<file path="config.mk">
export PLATFORM = sky130hd
export DESIGN_NAME = cache_control_flat
export DESIGN_NICKNAME = d
export VERILOG_FILES = /design/src/rtl/cache_types_pkg.sv /design/src/rtl/cache_control_if.sv /design/src/rtl/cache_perf_counter.sv /design/src/rtl/cache_control.sv /design/src/flat_wrapper.sv
export SDC_FILE = /design/constraint.sdc
export NUM_CORES = 1
export LEC_CHECK = 0
export ABC_AREA = 0
export BUFFER_PORTS_ARGS = -buffer_cell sky130_fd_sc_hd__buf_2
export CAP_MARGIN = 20
export CORE_AREA = 2 2 39 41
export DETAILED_ROUTE_END_ITERATION = 7
export DIE_AREA = 0 0 41 43
export PLACE_DENSITY = 0.61
export RECOVER_POWER = 25
export REMOVE_ABC_BUFFERS = 1
export SETUP_SLACK_MARGIN = 0.5
export SLEW_MARGIN = 0
export SYNTH_ARGS = -nofsm -noshare
export SYNTH_HDL_FRONTEND = slang
export SYNTH_SLANG_ARGS = --single-unit
</file>
<file path="constraint.sdc">
create_clock -name clk -period 1.91 [get_ports clk]
set_input_delay 0.191 -clock clk [delete_from_list [all_inputs] [get_ports clk]]
set_output_delay 0.191 -clock clk [all_outputs]
set_load 0.05 [all_outputs]
</file>
<file path="src/rtl/cache_types_pkg.sv">
// Shared types for the L1 cache controller: FSM states and datapath mux encodings.
package cache_types_pkg;

    typedef enum logic [1:0] {
        HIT_CHECK = 2'd0,
        WRITEBACK = 2'd1,
        ALLOCATE  = 2'd2
    } cache_state_e;

    localparam logic [1:0] ADDR_CPU  = 2'b00;
    localparam logic [1:0] ADDR_WAY0 = 2'b01;
    localparam logic [1:0] ADDR_WAY1 = 2'b10;

    localparam logic DIN_CPU  = 1'b0;
    localparam logic DIN_PMEM = 1'b1;

    function automatic logic [1:0] way_addr_sel(input logic way);
        return way ? ADDR_WAY1 : ADDR_WAY0;
    endfunction

endpackage

</file>
<file path="src/rtl/cache_control_if.sv">
// CPU-side and physical-memory-side handshakes of the cache controller.
interface cache_control_if;
    logic cmem_read;
    logic cmem_write;
    logic cmem_resp;
    logic pmem_resp;
    logic pmem_read;
    logic pmem_write;

    modport master (output cmem_read, cmem_write, pmem_resp,
                    input  cmem_resp, pmem_read, pmem_write);
    modport slave  (input  cmem_read, cmem_write, pmem_resp,
                    output cmem_resp, pmem_read, pmem_write);
endinterface

</file>
<file path="src/rtl/cache_perf_counter.sv">
// Saturating up-counter with enable and synchronous clear.
module cache_perf_counter #(
    parameter int WIDTH = 32
) (
    input  logic             clk,
    input  logic             rst,
    input  logic             en,
    output logic [WIDTH-1:0] count
);
    always_ff @(posedge clk) begin
        if (rst)
            count <= '0;
        else if (en && (count != '1))
            count <= count + 1'b1;
    end
endmodule

</file>
<file path="src/rtl/cache_control.sv">
// Control FSM for the 2-way write-back/write-allocate L1 cache.
// Optional performance counters are built when CACHE_PERF_CNT_EN is defined.
module cache_control
    import cache_types_pkg::*;
#(
    parameter int CNT_WIDTH = 32
) (
    input  logic               clk,
    input  logic               rst,
    cache_control_if.slave     bus,
    input  logic               hit0,
    input  logic               hit1,
    input  logic               dirty0,
    input  logic               dirty1,
    input  logic               lru_out,
    output logic               load_valid0,
    output logic               load_valid1,
    output logic               load_dirty0,
    output logic               load_dirty1,
    output logic               load_tag0,
    output logic               load_tag1,
    output logic               load_data0,
    output logic               load_data1,
    output logic               load_lru,
    output logic               lru_in,
    output logic               dirty_in,
    output logic [1:0]         addr_sel,
    output logic               datain_sel
`ifdef CACHE_PERF_CNT_EN
   ,output logic [CNT_WIDTH-1:0] hit_count,
    output logic [CNT_WIDTH-1:0] miss_count,
    output logic [CNT_WIDTH-1:0] wb_count
`endif
);
    cache_state_e state, next_state;
    logic [1:0]   ld_valid, ld_dirty, ld_tag, ld_data;
    logic         cmem_resp, pmem_read, pmem_write;
    logic         req, is_write, hit, hit_way, victim, victim_dirty;

    // A simultaneous read+write is served as a write; way0 wins a double hit.
    assign req          = bus.cmem_read | bus.cmem_write;
    assign is_write     = bus.cmem_write;
    assign hit          = hit0 | hit1;
    assign hit_way      = ~hit0;
    assign victim       = lru_out;
    assign victim_dirty = victim ? dirty1 : dirty0;

    always_ff @(posedge clk) begin
        if (rst) state <= HIT_CHECK;
        else     state <= next_state;
    end

    always_comb begin
        next_state = state;
        ld_valid   = '0;
        ld_dirty   = '0;
        ld_tag     = '0;
        ld_data    = '0;
        load_lru   = 1'b0;
        lru_in     = 1'b0;
        dirty_in   = 1'b0;
        addr_sel   = ADDR_CPU;
        datain_sel = DIN_CPU;
        cmem_resp  = 1'b0;
        pmem_read  = 1'b0;
        pmem_write = 1'b0;
        if (rst) begin
            next_state = HIT_CHECK;
        end else begin
            case (state)
                HIT_CHECK: begin
                    if (req && hit) begin
                        cmem_resp = 1'b1;
                        load_lru  = 1'b1;
                        lru_in    = ~hit_way;
                        if (is_write) begin
                            ld_data[hit_way]  = 1'b1;
                            ld_dirty[hit_way] = 1'b1;
                            dirty_in          = 1'b1;
                            datain_sel        = DIN_CPU;
                        end
                    end else if (req) begin
                        next_state = victim_dirty ? WRITEBACK : ALLOCATE;
                    end
                end
                WRITEBACK: begin
                    pmem_write = 1'b1;
                    addr_sel   = way_addr_sel(victim);
                    if (bus.pmem_resp) next_state = ALLOCATE;
                end
                ALLOCATE: begin
                    pmem_read = 1'b1;
                    addr_sel  = ADDR_CPU;
                    if (bus.pmem_resp) begin
                        ld_data[victim]  = 1'b1;
                        ld_tag[victim]   = 1'b1;
                        ld_valid[victim] = 1'b1;
                        ld_dirty[victim] = 1'b1;
                        dirty_in         = 1'b0;
                        datain_sel       = DIN_PMEM;
                        next_state       = HIT_CHECK;
                    end
                end
                default: next_state = HIT_CHECK;
            endcase
        end
    end

    assign bus.cmem_resp  = cmem_resp;
    assign bus.pmem_read  = pmem_read;
    assign bus.pmem_write = pmem_write;
    assign {load_valid1, load_valid0} = ld_valid;
    assign {load_dirty1, load_dirty0} = ld_dirty;
    assign {load_tag1,   load_tag0}   = ld_tag;
    assign {load_data1,  load_data0}  = ld_data;

`ifdef CACHE_PERF_CNT_EN
    // Set while the pending request has already missed, so its final hit is not counted.
    logic retry;
    logic hit_inc, miss_inc, wb_inc;

    always_ff @(posedge clk) begin
        if (rst)
            retry <= 1'b0;
        else if (state == HIT_CHECK && next_state != HIT_CHECK)
            retry <= 1'b1;
        else if (state == HIT_CHECK && (cmem_resp || !req))
            retry <= 1'b0;
    end

    assign hit_inc  = (state == HIT_CHECK) && cmem_resp && !retry;
    assign miss_inc = (state == HIT_CHECK) && (next_state != HIT_CHECK);
    assign wb_inc   = (state == WRITEBACK) && (next_state != WRITEBACK);

    cache_perf_counter #(.WIDTH(CNT_WIDTH)) u_hit_cnt
        (.clk(clk), .rst(rst), .en(hit_inc),  .count(hit_count));
    cache_perf_counter #(.WIDTH(CNT_WIDTH)) u_miss_cnt
        (.clk(clk), .rst(rst), .en(miss_inc), .count(miss_count));
    cache_perf_counter #(.WIDTH(CNT_WIDTH)) u_wb_cnt
        (.clk(clk), .rst(rst), .en(wb_inc),   .count(wb_count));
`else
    localparam int unused_cnt_width = CNT_WIDTH;
`endif

endmodule
</file>
<file path="src/flat_wrapper.sv">
// flat-port wrapper written by rule: the top's interface ports become plain ports
module cache_control_flat import cache_types_pkg::*;
#(
    parameter int CNT_WIDTH = 32
)
  (clk, rst, hit0, hit1, dirty0, dirty1, lru_out, load_valid0, load_valid1, load_dirty0, load_dirty1, load_tag0, load_tag1, load_data0, load_data1, load_lru, lru_in, dirty_in, addr_sel, datain_sel, bus_cmem_read, bus_cmem_write, bus_pmem_resp, bus_cmem_resp, bus_pmem_read, bus_pmem_write);
  cache_control_if bus_i ();
  input  logic clk;
  input  logic rst;
  input  logic hit0;
  input  logic hit1;
  input  logic dirty0;
  input  logic dirty1;
  input  logic lru_out;
  output logic load_valid0;
  output logic load_valid1;
  output logic load_dirty0;
  output logic load_dirty1;
  output logic load_tag0;
  output logic load_tag1;
  output logic load_data0;
  output logic load_data1;
  output logic load_lru;
  output logic lru_in;
  output logic dirty_in;
  output logic [1:0] addr_sel;
  output logic datain_sel;
  input wire logic [$bits(bus_i.cmem_read)-1:0] bus_cmem_read;
  input wire logic [$bits(bus_i.cmem_write)-1:0] bus_cmem_write;
  input wire logic [$bits(bus_i.pmem_resp)-1:0] bus_pmem_resp;
  output wire logic [$bits(bus_i.cmem_resp)-1:0] bus_cmem_resp;
  output wire logic [$bits(bus_i.pmem_read)-1:0] bus_pmem_read;
  output wire logic [$bits(bus_i.pmem_write)-1:0] bus_pmem_write;
  assign bus_i.cmem_read = bus_cmem_read;
  assign bus_i.cmem_write = bus_cmem_write;
  assign bus_i.pmem_resp = bus_pmem_resp;
  assign bus_cmem_resp = bus_i.cmem_resp;
  assign bus_pmem_read = bus_i.pmem_read;
  assign bus_pmem_write = bus_i.pmem_write;
  cache_control #(.CNT_WIDTH(CNT_WIDTH)) u_core (.clk(clk), .rst(rst), .bus(bus_i), .hit0(hit0), .hit1(hit1), .dirty0(dirty0), .dirty1(dirty1), .lru_out(lru_out), .load_valid0(load_valid0), .load_valid1(load_valid1), .load_dirty0(load_dirty0), .load_dirty1(load_dirty1), .load_tag0(load_tag0), .load_tag1(load_tag1), .load_data0(load_data0), .load_data1(load_data1), .load_lru(load_lru), .lru_in(lru_in), .dirty_in(dirty_in), .addr_sel(addr_sel), .datain_sel(datain_sel));
endmodule
</file>
==> results.cfg, run 1 <==
[grt]
grt_pass1_wl_mm = 1.35
grt_max_degree = 9
grt_pass1_vias = 343
track_usage = 0.111
grt-ovfl-total = 0
antenna_found_initial = 0

[synth]
yosys.area_share.xor_xnor = 0
synthTopCellsByArea = dfxtp_1, buf_4, nor4b_2
synthArstFlopShare = 0
syn_inst = 38
avgSynthCellArea_um2 = 8.07
synth_top_area_share = 0.131
yosysSeqAreaShare = 0.131
synth_adder_area_share = 0
yosysUniqueCellTypes = 27
synth.area.mux_share = 0.0327
yosysTopAreaCell = dfxtp_1
yosys_most_used_dff = dfxtp_1
ys_ff_latch = 2
synth-simple-area-share = 0.531
yosysMostFrequentCell = buf_4
synth_top_family_by_area = simple AND/OR/NAND/NOR gates
synth-edff-count = 0
syn-cell-area_um2 = 307
synth_commonest_cells = buf_4, nor2_1
ys_warn_count = 0
synth_compound_area_frac = 0.139

[route]
dr.pass1.iters = 4
antenna_left = 0
wl_per_cell_um = 10.3
met2_length_um = 469
wl_met3_um = 37
drt-met1-wl_um = 301
top_layer = met3
wl_um = 807
drt_iter0_markers = 2
drc = 0
vias_per_cell = 4.45
vias = 347

[sta]
slew_violations = 0
slew-limit-headroom = 0.603
rsz0062_at_grt = true
skew_ns = 0.000286
finalSetupTns_ns = 0
setup_slack_ns = 0.316
setup_violations = 0
fin_crit_sh = 0.834
period_minus_slack_ns = 1.59
finalHoldViolCount = 0
fmax_ghz = 0.627
worstMarginPinSlew_ns = 0.598
holdWs_ns = 0.169

[power]
intPower_uw = 170
comb_power_share = 0.515
power_leakage_nw = 0.250
power.density_nw_per_um2 = 493
p_clk_frac = 0.318
peakVddDrop_v = 0.000258
pwr-share-seq = 0.168
switching_share = 0.412
power_uw = 289
p_switching_uw = 119

[cells_and_area]
layout-area-overhead-vs-synth_pct = 91.4
design_area_um2 = 587
seqCellArea_um2 = 45.0
drive_gt1_frac = 0.710
final_util = 0.424
largest_reg_flops = 2
largestRegisters = u_core.state (2)
antenna_cells = 0
fin_nets = 74
n_fill_cell = 137
multi_input_area_um2 = 263
largest_register = u_core.state
stdcell_count = 78

[setup_path]
endpoint = bus_pmem_read
critical-path-max-stage-delay_ns = 0.47
critical_path_required_ns = 1.72
worst_ep_arrival_time_ns = 1.40
r2r-start = u_core.state[0]$_SDFFE_PP0P_
crit_buf_inv = 1
critPathMaxFanout = 8
cp-end-kind = output pin
path_cells = or2_4, nor2_1, clkbuf_1
path_delay_family = buffers and inverters
path_depth = 3
criticalPathCategory = reg -> out
critPathLaunch = u_core.state[0]$_SDFFE_PP0P_
r2r-end = u_core.state[1]$_SDFFE_PP0P_
cpMaxStageDelayCell = clkbuf_1
r2r_slack_ns = 0.84
critical_path.startpoint_type = flop
reg2regPathDepth = 3

[cts]
hold_buffers = 0
clk_path_buf_depth = 2
clkTransAtPathRegs_ns = 0.03
clock_latency_ns = 0.22
clkSinkCount = 2
cts_buffers = 3
cts_root_buf = clkbuf_4
cts_tree = done
h-tree-depth = 1

[floorplan]
dieArea_um2 = 1760
io_pins = 27
start_util = 0.222
chipHeight_um = 43
core_area_um2 = 1380
die_x_um = 41
num_rows = 14

[placed_design]
gp_congestion = 0.767
dp_slack_ns = 0.436
dp.cells = 73
post_dp_cell_area_um2 = 409
port_buffers = 26
dp_hpwl_um = 615

[status]
outcome = finished, final reports clean

[run]
drv_cap = 0

[min_path]
worstHoldStart = rst
hold_class = in -> reg
## final cells by class
class	count	area share
multi-input combinational	28	0.448
clock buffer	3	0.0384
sequential	2	0.0768
tap	16	0.0341
timing repair buffer	28	0.397
inverter	1	0.00640
## power groups by stage
| stage | sequential [mW] | clock [mW] | combinational, mW |
|---|---|---|---|
| 2_1_floorplan | 0.0503 | 0 | 0.0816 |
| 3_3_place_gp | 0.0516 | 0 | 0.112 |
| 3_5_place_dp | 0.0515 | 0 | 0.113 |
| 4_1_cts | 0.0487 | 0.0997 | 0.142 |
| 5_1_grt | 0.0492 | 0.109 | 0.158 |
| 6_report | 0.0486 | 0.0918 | 0.149 |
## worst register-to-register path, cell delays in order, from the launching register on
cell       delay, ns
dfxtp_2         0.30
clkbuf_1        0.12
nor2b_1         0.15
a2111oi_0       0.36
## cells in the final DEF, fill, tap and decap left out, drive strengths merged
master   count
o21a         1
nand3        1
nor2b        1
a21oi        1
clkbuf       8
buf         23
nor3         1
mux2i        1
a31oi        1
and3         1
nor2         6
a2111oi      1
nor4         1
or2          2
nand3b       1
nor4b        3
inv          1
and2         2
nor4bb       1
and2b        1
a311oi       1
dfxtp        2
nand2        1
## metal layers
layer | GRT usage | up-vias
li1 | - | 183
met1 | 0.125 | 153
met2 | 0.175 | 11
met3 | 0.0366 | 0
met4 | 0.0600 | 0
met5 | 0 | -
## kinds of logic (layout without fill, tap and decap cells)
| logic type | Yosys count | after routing |
|---|---|---|
| AO/OA/AOI/OAI | 5 | 5 |
| flip-flops | 2 | 2 |
| AND/OR/NAND/NOR | 22 | 22 |
| multiplexers | 1 | 1 |
| buffers and inverters | 8 | 32 |
## worst min path at each step
stage	endpoint	slack, ns	depth (start not counted)
after floorplan	u_core.state[1]$_SDFFE_PP0P_	0.26	1
after global placement	u_core.state[1]$_SDFFE_PP0P_	0.39	2
after detailed placement	u_core.state[1]$_SDFFE_PP0P_	0.39	2
after CTS	u_core.state[1]$_SDFFE_PP0P_	0.15	2
after global routing	u_core.state[1]$_SDFFE_PP0P_	0.16	2
final	u_core.state[1]$_SDFFE_PP0P_	0.17	2
## what timing repair did
action,4_1_cts,5_1_grt
setup buffers,2,0
cloned,0,0
endpoints found under the hold margin,0,0
pin swaps,5,1
resized for setup,34,12
setup endpoints to repair,17,17
No activity file was read; power rests on OpenSTA's default activity.
==> run 2: changes to the inputs <==
--- a/config.mk
+++ b/config.mk
@@ -5,13 +5,13 @@
 export SDC_FILE = /design/constraint.sdc
 export NUM_CORES = 1
 export LEC_CHECK = 0
-export ABC_AREA = 0
+export ABC_AREA = 1
 export BUFFER_PORTS_ARGS = -buffer_cell sky130_fd_sc_hd__buf_2
 export CAP_MARGIN = 20
 export CORE_AREA = 2 2 39 41
 export DETAILED_ROUTE_END_ITERATION = 7
 export DIE_AREA = 0 0 41 43
-export PLACE_DENSITY = 0.61
+export PLACE_DENSITY = 0.65
 export RECOVER_POWER = 25
 export REMOVE_ABC_BUFFERS = 1
 export SETUP_SLACK_MARGIN = 0.5
==> constraint.sdc (replaced) <==
create_clock -name clk -period 1.5 [get_ports clk]
set_input_delay 0.15 -clock clk [delete_from_list [all_inputs] [get_ports clk]]
set_output_delay 0.15 -clock clk [all_outputs]
set_load 0.05 [all_outputs]
==> results.cfg, run 2 <==
[status]
outcome = finished, final reports clean

[sta]
fin_crit_sh = 0.936
setup_violations = 0
holdWs_ns = 0.230
rsz0062_at_grt = true
worstMarginPinSlew_ns = 0.289
slew-limit-headroom = 0.807
skew_ns = 0.000746
finalSetupTns_ns = 0
fmax_ghz = 0.712
finalHoldViolCount = 0
period_minus_slack_ns = 1.40
slew_violations = 0
setup_slack_ns = 0.0962

[floorplan]
die_x_um = 41
io_pins = 27
dieArea_um2 = 1760
chipHeight_um = 43
num_rows = 14
start_util = 0.252
core_area_um2 = 1380

[cts]
cts_buffers = 3
h-tree-depth = 1
clk_path_buf_depth = 2
clkTransAtPathRegs_ns = 0.03
clock_latency_ns = 0.22
cts_tree = done
cts_root_buf = clkbuf_4
clkSinkCount = 2

[min_path]
whs_path_depth = 4
hold_class = in -> reg
min_to = u_core.state[1]$_SDFFE_PP0P_
worstHoldStart = bus_pmem_resp

[cells_and_area]
antenna_cells = 0
largest_register = u_core.state
mostFrequentLayoutCells = nand2_1, buf_6, buf_2
layout-area-overhead-vs-synth_pct = 90.3
stdcell_count = 110
design_area_um2 = 664
final_util = 0.480
final_common_cell = nand2_1
fin_nets = 106
drive_gt1_frac = 0.585
largest_reg_flops = 2
largestRegisters = u_core.state (2)
n_fill_cell = 149

[route]
vias_per_cell = 4.64
wl_per_cell_um = 10.6
drc = 0
dr.pass1.iters = 4
antenna_left = 0
wl_mm = 1.16
vias = 510
drt_iter0_markers = 19

[grt]
busiest_layer = met2
use_met2 = 0.244
grt_max_degree = 11
grt_pass1_vias = 465
grt_use_met1 = 0.157
grt_pass1_wl_mm = 1.75
track_usage = 0.144
antenna_found_initial = 0
grt_use_met3 = 0.0157
grt-ovfl-total = 0

[placed_design]
post_dp_cell_area_um2 = 457
dp_hpwl_um = 734
gp_congestion = 0.654
port_buffers = 26
dp_slack_ns = 0.191
dp.cells = 102

[synth]
synth_top_area_share = 0.215
ys_ff_latch = 2
synth_commonest_cells = nand2_1, nor2_1, inv_1, nand3_1, buf_4
yosysTopAreaCell = nand2_1
synthTopCellsByArea = nand2_1, dfxtp_1, buf_4
yosysSeqAreaShare = 0.115
yosys_most_used_dff = dfxtp_1
synthArstFlopShare = 0
ys_warn_count = 0
synth-edff-count = 0
syn-cell-area_um2 = 349
syn_inst = 66
yosysMostFrequentCell = nand2_1
yosysUniqueCellTypes = 17
avgSynthCellArea_um2 = 5.29

[power]
power_uw = 483
power_leakage_nw = 0.350
peakVddDrop_v = 0.000385
power.density_nw_per_um2 = 727

[setup_path]
critical_path_required_ns = 1.35
criticalPathCategory = reg -> out
critical_path.startpoint_type = flop
reg2regPathDepth = 9
cpMaxStageDelayCell = dfxtp_4
r2r-start = u_core.state[0]$_SDFFE_PP0P_
r2r_slack_ns = 0.30
cp-end-kind = output pin
critical-path-max-stage-delay_ns = 0.36
r2r-end = u_core.state[1]$_SDFFE_PP0P_
worst_ep_arrival_time_ns = 1.25
path_cells = nor2_4, nand3_1, a21oi_4, buf_6
critPathMaxFanout = 5

[run]
drv_cap = 0
==> run 2: cell type report <==
type                            count  area [µm²]  area share
Clock buffer                        3        22.5      0.0339
Inverter                           10        40.0      0.0603
Multi-Input combinational cell     48         274       0.412
Sequential cell                     2        47.5      0.0716
Tap cell                           16        20.0      0.0301
Timing Repair Buffer               31         260       0.392
==> run 2: report_power, final <==
part | total (mW) | internal [mW] | switching [mW] | leakage [nW]
Clock | 0.117 | 0.0881 | 0.0293 | 0.0138
Sequential | 0.0721 | 0.0595 | 0.0126 | 0.0178
Combinational | 0.294 | 0.112 | 0.181 | 0.319
==> run 2: logic make-up (layout without fill, tap and decap cells) <==
family | count (synthesis) | after routing | share of synthesized area
AO/OA/AOI/OAI | 4 | 4 | 0.0788
buffers and inverters | 16 | 44 | 0.229
flip-flops | 2 | 2 | 0.115
AND/OR/NAND/NOR | 44 | 44 | 0.577
==> run 2: metal layers <==
metal,wire length (µm),up-vias,part of all wire
met5,0,-,0
met4,63,0,0.054
met3,76,6,0.065
met2,625,23,0.54
met1,397,225,0.34
li1,-,256,-
==> run 2: worst max-delay path: cells and delay by family (launching register included) <==
kind | cells | cell delay [ns]
AND/OR/NAND/NOR | 2 | 0.31
AO/OA/AOI/OAI | 1 | 0.18
buffers and inverters | 1 | 0.19
flip-flops | 1 | 0.36
==> run 2: how the worst max path moves through the flow <==
stage | from | to | slack, ns | depth (start not counted)
6_report | u_core.state[0]$_SDFFE_PP0P_ | load_data0 | 0.1 | 4
5_1_grt | u_core.state[1]$_SDFFE_PP0P_ | addr_sel[1] | 0.05 | 4
4_1_cts | u_core.state[0]$_SDFFE_PP0P_ | load_dirty0 | 0.11 | 6
3_5_place_dp | u_core.state[1]$_SDFFE_PP0P_ | load_dirty0 | 0.19 | 5
3_3_place_gp | u_core.state[1]$_SDFFE_PP0P_ | load_data0 | 0.19 | 5
2_1_floorplan | u_core.state[1]$_SDFFE_PP0P_ | load_tag0 | -0.60 | 4
==> run 2: what timing repair did <==
action	CTS	global route
resized for setup	44	5
pin swaps	5	2
setup buffers	4	1
endpoints found under the setup margin	17	18
cloned	0	0
hold buffers	0	0
